**src/rtl/gan_pkg.sv**
```systemverilog
// gan_pkg: shared FSM encoding and activation constants for the GAN MAC engine
package gan_pkg;
  typedef enum logic [1:0] {S_IDLE, S_ACCUM, S_FINAL, S_OUT} state_t;
  localparam logic [1:0] ACT_NONE  = 2'd0;
  localparam logic [1:0] ACT_RELU  = 2'd1;
  localparam logic [1:0] ACT_LEAKY = 2'd2;
  localparam int LEAKY_SH = 3;
endpackage

```
**src/rtl/q_round_sat_act.sv**
```systemverilog
// q_round_sat_act: round-half-up, saturate to DATA_W and apply activation
module q_round_sat_act
  import gan_pkg::*;
#(
  parameter int DATA_W = 16,
  parameter int FRAC_W = 8,
  parameter int ACC_W  = 40
) (
  input  logic signed [ACC_W-1:0]  acc,
  input  logic        [1:0]        act,
  output logic        [DATA_W-1:0] res,
  output logic                     sat
);
  localparam logic signed [ACC_W-1:0] HALF = ACC_W'(1) << (FRAC_W - 1);
  localparam logic signed [ACC_W-1:0] MAXV = {{(ACC_W-DATA_W+1){1'b0}}, {(DATA_W-1){1'b1}}};
  localparam logic signed [ACC_W-1:0] MINV = ~MAXV;
  logic signed [ACC_W-1:0]  sum, rnd;
  logic signed [DATA_W-1:0] sv, leak;
  logic hi, lo;
  assign sum  = acc + HALF;
  assign rnd  = sum >>> FRAC_W;
  assign hi   = rnd > MAXV;
  assign lo   = rnd < MINV;
  assign sat  = hi | lo;
  assign sv   = hi ? {1'b0, {(DATA_W-1){1'b1}}} : lo ? {1'b1, {(DATA_W-1){1'b0}}} : rnd[DATA_W-1:0];
  // computed apart so the arithmetic shift keeps its signedness
  assign leak = sv >>> LEAKY_SH;
  assign res  = !sv[DATA_W-1] ? sv : act == ACT_RELU ? '0 : act == ACT_LEAKY ? leak : sv;
endmodule

```
**src/rtl/gan_mac_engine.sv**
```systemverilog
// gan_mac_engine: fixed-point dot product with bias, rounding, saturation and activation
module gan_mac_engine
  import gan_pkg::*;
#(
  parameter int DATA_W  = 16,
  parameter int FRAC_W  = 8,
  parameter int ACC_W   = 40,
  parameter int VEC_LEN = 8
) (
  input  logic                     clk,
  input  logic                     rst,
  input  logic                     start,
  input  logic signed [DATA_W-1:0] bias,
  input  logic        [1:0]        act_mode,
  input  logic                     in_valid,
  output logic                     in_ready,
  input  logic signed [DATA_W-1:0] in_data,
  input  logic signed [DATA_W-1:0] in_weight,
  output logic                     out_valid,
  input  logic                     out_ready,
  output logic        [DATA_W-1:0] out_data,
  output logic                     out_sat,
  output logic                     busy
);
  localparam int CW = $clog2(VEC_LEN + 1);
  state_t state, state_n;
  logic signed [ACC_W-1:0]    acc;
  logic        [CW-1:0]       cnt;
  logic        [1:0]          act_q;
  logic signed [2*DATA_W-1:0] prod;
  logic        [DATA_W-1:0]   res;
  logic                       sat, beat, last;
  assign prod = in_data * in_weight;
  assign beat = in_valid && in_ready;
  assign last = cnt == CW'(VEC_LEN - 1);
  always_ff @(posedge clk)
    state <= rst ? S_IDLE : state_n;
  always_comb begin
    state_n = state;
    case (state)
      S_IDLE:  state_n = start ? S_ACCUM : S_IDLE;
      S_ACCUM: state_n = beat && last ? S_FINAL : S_ACCUM;
      S_FINAL: state_n = S_OUT;
      S_OUT:   state_n = out_ready ? S_IDLE : S_OUT;
      default: state_n = S_IDLE;
    endcase
  end
  always_comb begin
    in_ready  = state == S_ACCUM;
    out_valid = state == S_OUT;
    busy      = state != S_IDLE;
  end
  always_ff @(posedge clk) begin
    if (rst) begin
      acc      <= '0;
      cnt      <= '0;
      act_q    <= ACT_NONE;
      out_data <= '0;
      out_sat  <= 1'b0;
    end else begin
      if (state == S_IDLE && start) begin
        acc   <= {{(ACC_W-DATA_W){bias[DATA_W-1]}}, bias} << FRAC_W;
        act_q <= act_mode;
        cnt   <= '0;
      end
      if (beat) begin
        acc <= acc + {{(ACC_W-2*DATA_W){prod[2*DATA_W-1]}}, prod};
        cnt <= cnt + CW'(1);
      end
      if (state == S_FINAL) begin
        out_data <= res;
        out_sat  <= sat;
      end
    end
  end
  q_round_sat_act #(.DATA_W(DATA_W), .FRAC_W(FRAC_W), .ACC_W(ACC_W)) u_rsa (
    .acc(acc),
    .act(act_q),
    .res(res),
    .sat(sat)
  );
endmodule

```
**config.mk**
```make
export PLATFORM = sky130hd
export DESIGN_NAME = gan_mac_engine
export DESIGN_NICKNAME = d
export VERILOG_FILES = /design/src/rtl/gan_pkg.sv /design/src/rtl/q_round_sat_act.sv /design/src/rtl/gan_mac_engine.sv
export SDC_FILE = /design/constraint.sdc
export NUM_CORES = 1
export LEC_CHECK = 0
export ABC_AREA = 1
export CAP_MARGIN = 40
export CELL_PAD_IN_SITES_DETAIL_PLACEMENT = 0
export CELL_PAD_IN_SITES_GLOBAL_PLACEMENT = 2
export CORE_ASPECT_RATIO = 0.7
export CORE_MARGIN = 2
export CORE_UTILIZATION = 40
export CTS_CLUSTER_DIAMETER = 120
export DETAILED_ROUTE_END_ITERATION = 7
export PLACE_DENSITY_LB_ADDON = 0.1
export SLEW_MARGIN = 20
export SYNTH_ARGS = -nofsm -noshare
export SYNTH_HDL_FRONTEND = slang
export SYNTH_SLANG_ARGS = --single-unit
```
**constraint.sdc**
```tcl
create_clock -name clk -period 16.5 [get_ports clk]
set_input_delay 1.65 -clock clk [delete_from_list [all_inputs] [get_ports clk]]
set_output_delay 1.65 -clock clk [all_outputs]
set_load 0.01 [all_outputs]
```
==> impl_metrics.json <==
{
  "rows": 62,
  "maxCapViolations": 0,
  "synthFlopType": "dfxtp_1",
  "setup_viol": 0,
  "clk_latency_ps": 360,
  "drc": 0,
  "slowest_delay_ps": 990,
  "cts_tree": "yes",
  "finalClockSkew_ps": 6.61,
  "finalCriticalPeriod_ps": 10200,
  "cp-end-kind": "flip-flop",
  "min-delay-path-class": "flip-flop to flip-flop",
  "max_slew.worst_pin.slew_ps": 867,
  "timing.rr.start": "acc[7]",
  "path_clk_slew_ps": 60,
  "tns_ps": 0,
  "area_growth_pct": 9.68,
  "start_util": 0.407,
  "grt-ovfl-total": 0,
  "finalNonFillerCells": 2976,
  "r2r_cells": 14,
  "fin_ws_ps": 6300,
  "first_global_vias": 14877,
  "crit_path_frequent_cell": "inv_1",
  "dp_hpwl_mm": 42.8,
  "finalHoldViolCount": 0,
  "crit_arrival_ps": 10490,
  "synth_top_family_by_area": "adder cells",
  "cts-root-buf": "clkbuf_16",
  "yosys_warnings": 0,
  "synthMuxAreaShare": 0,
  "fmax_ghz": 0.0980,
  "r2r_end": "out_data[7]",
  "syn_inst": 2405,
  "vias": 14816,
  "drv_slew": 0,
  "path_buf_inv": 8,
  "antenna_found_initial": 2,
  "status": "finished clean",
  "r2r_slack_ps": 12990,
  "htree_levels": 3,
  "synthSimpleGateAreaFrac": 0.222,
  "antenna_left": 0,
  "synth.avg_cell_area_um2": 6.95,
  "cts-resized-gates": 0,
  "die_h_um": 175,
  "grt_pass1_wl_mm": 82.7,
  "place_inst": 2954,
  "synth_xor_area_frac": 0.0325,
  "grt_max_degree": 61,
  "avgRoutedWirePerCell_um": 17.1,
  "min_from": "acc[0]",
  "cp_top_family": "adder cells",
  "core-area_um2": 41100,
  "synth_cell_type_count": 44,
  "drive_gt1_frac": 0.0391,
  "clock-sinks": 65,
  "clk_path_buf_depth": 2,
  "grt_use_total": 0.246,
  "gp_congestion": 0.884,
  "firstDrtPassIters": 8,
  "rsz0062_at_grt": "no",
  "numCtsBuffers": 9,
  "totalWireLength_mm": 51.0,
  "post-place-ws_ps": 5870,
  "synth_compound_area_frac": 0.105,
  "portBuffers": 74,
  "post-cts-setup-buffers": 0,
  "synth.largest_area_cell": "fa_1",
  "hold_buffers": 0,
  "syn-num-nets": 2848,
  "io_pins": 75,
  "hold_depth": 2,
  "final_nets": 2869,
  "synth-async-reset-ratio": 0,
  "synth-edff-count": 0,
  "worstHoldEndpoint": "acc[0]",
  "critPathLaunchType": "primary input",
  "critPathRequiredTime_ps": 16790,
  "cp_slowest_cell": "clkdlybuf4s50_1",
  "die_w_um": 248,
  "finalCritPeriodShare": 0.618,
  "ys_seq_elements": 65,
  "cp_max_fo": 16,
  "critPathKind": "primary input to flip-flop",
  "synth_fa_ha_area_frac": 0.409,
  "max_slew_margin": 0.420,
  "vias_per_cell": 4.98,
  "ys_top_cells_by_area": "fa_1 (31%), nand2_1 (14%), inv_1 (13%)",
  "drt-initial-drc-count": 1045,
  "netlist_area_um2": 16700,
  "die_area_um2": 43500,
  "synth_top_area_share": 0.315,
  "ys_seq_area_frac": 0.0778
}
-- flip-flops by register name, summed over array words and instances (netlist names) --
register,count
acc,40
act_q,2
cnt,4
out_data,16
out_sat,1
state,2
-- final cells by class --
cell class | instances | area (µm²)
multi-input cells | 1659 | 12800
diodes | 1 | 2.50
clock inverters | 6 | 116
repair buffers | 96 | 940
inverters | 595 | 2230
clock buffers | 10 | 229
fillers | 4346 | 22800
flip-flops and latches | 65 | 1300
well taps | 544 | 681
-- cells in the final DEF, fill, tap and decap left out, drive strengths merged, types with 5 or more instances in the layout --
cell type	count
a21oi	137
nand2	618
a21o	8
o21bai	10
nor4	5
o211ai	8
a31oi	31
fa	263
ha	125
clkinv	6
o221ai	6
or2	13
inv	592
a21boi	8
o21a	5
buf	23
xor2	38
nand4	8
dfxtp	65
nor3	13
clkdlybuf4s50	73
o21ai	86
xnor2	24
nand3	77
nor2	165
clkbuf	10
-- cells by family (layout without fill, tap and decap cells) --
group,after synthesis,after routing
simple gates,902,902
buf+inv,681,707
fa+ha+maj,388,388
compound gates,307,307
flops,65,65
xor+xnor,62,62
other cells,0,1
-- cells in the mapped netlist, types with 4 or more instances --
master,instances
inv_1,589
nor2_1,152
a21oi_2,8
o21bai_1,10
ha_1,125
nor2_2,7
nand2_1,604
buf_2,4
a31oi_1,31
o21a_1,5
o221ai_1,6
a21o_1,8
xor2_1,38
fa_1,263
clkbuf_1,78
a21boi_0,8
nor2_4,6
nand2_2,12
dfxtp_1,65
or2_2,13
a21oi_1,129
nand3_1,71
o21ai_0,86
nor4_1,5
nand3_2,6
nand4_1,8
nor3_1,13
o211ai_1,8
xnor2_1,24
-- per-layer routing --
metal	track usage	wire length [µm]	vias up
li1	-	-	7240
met4	0.0313	496	0
met2	0.353	20900	387
met1	0.394	26700	7160
met3	0.0341	2950	29
met5	0	0	-
-- stage by stage --
step                      cell area [µm²]  utilization  hold WS, ps
after CTS                           18300        0.444          473
after global routing                18300        0.446          489
after detailed placement            17900        0.436          463
after global placement              17900        0.435          452
final                               18300        0.446          470
after floorplan                     16700            -          437
-- worst register-to-register path, cell delays in order, from the launching register on --
cell     delay (ps)
dfxtp_1         650
ha_1            380
nand3_2         170
nor2_4          260
nand3_1         100
nand2_1         140
nand3_1         100
nor3_1          150
nand4_1         410
nand2_2         600
nand3_1         130
nand2_1          80
nand2_1          50
nand2_1         130
a21oi_2          70
-- worst max-delay path by stage --
stage                  from       to  slack (ps)  cells after the start
6_report       in_weight[4]  acc[39]        6300                     32
5_1_grt        in_weight[4]  acc[38]        5580                     30
4_1_cts          in_data[0]  acc[35]        6230                     30
3_5_place_dp     in_data[0]  acc[35]        5870                     30
3_3_place_gp     in_data[0]  acc[35]        5820                     30
2_1_floorplan  in_weight[5]  acc[39]        7550                     33
Power is left out: the tool's default activity adds up to more than one toggle a clock period on the data nets, which glitch-free logic cannot reach.
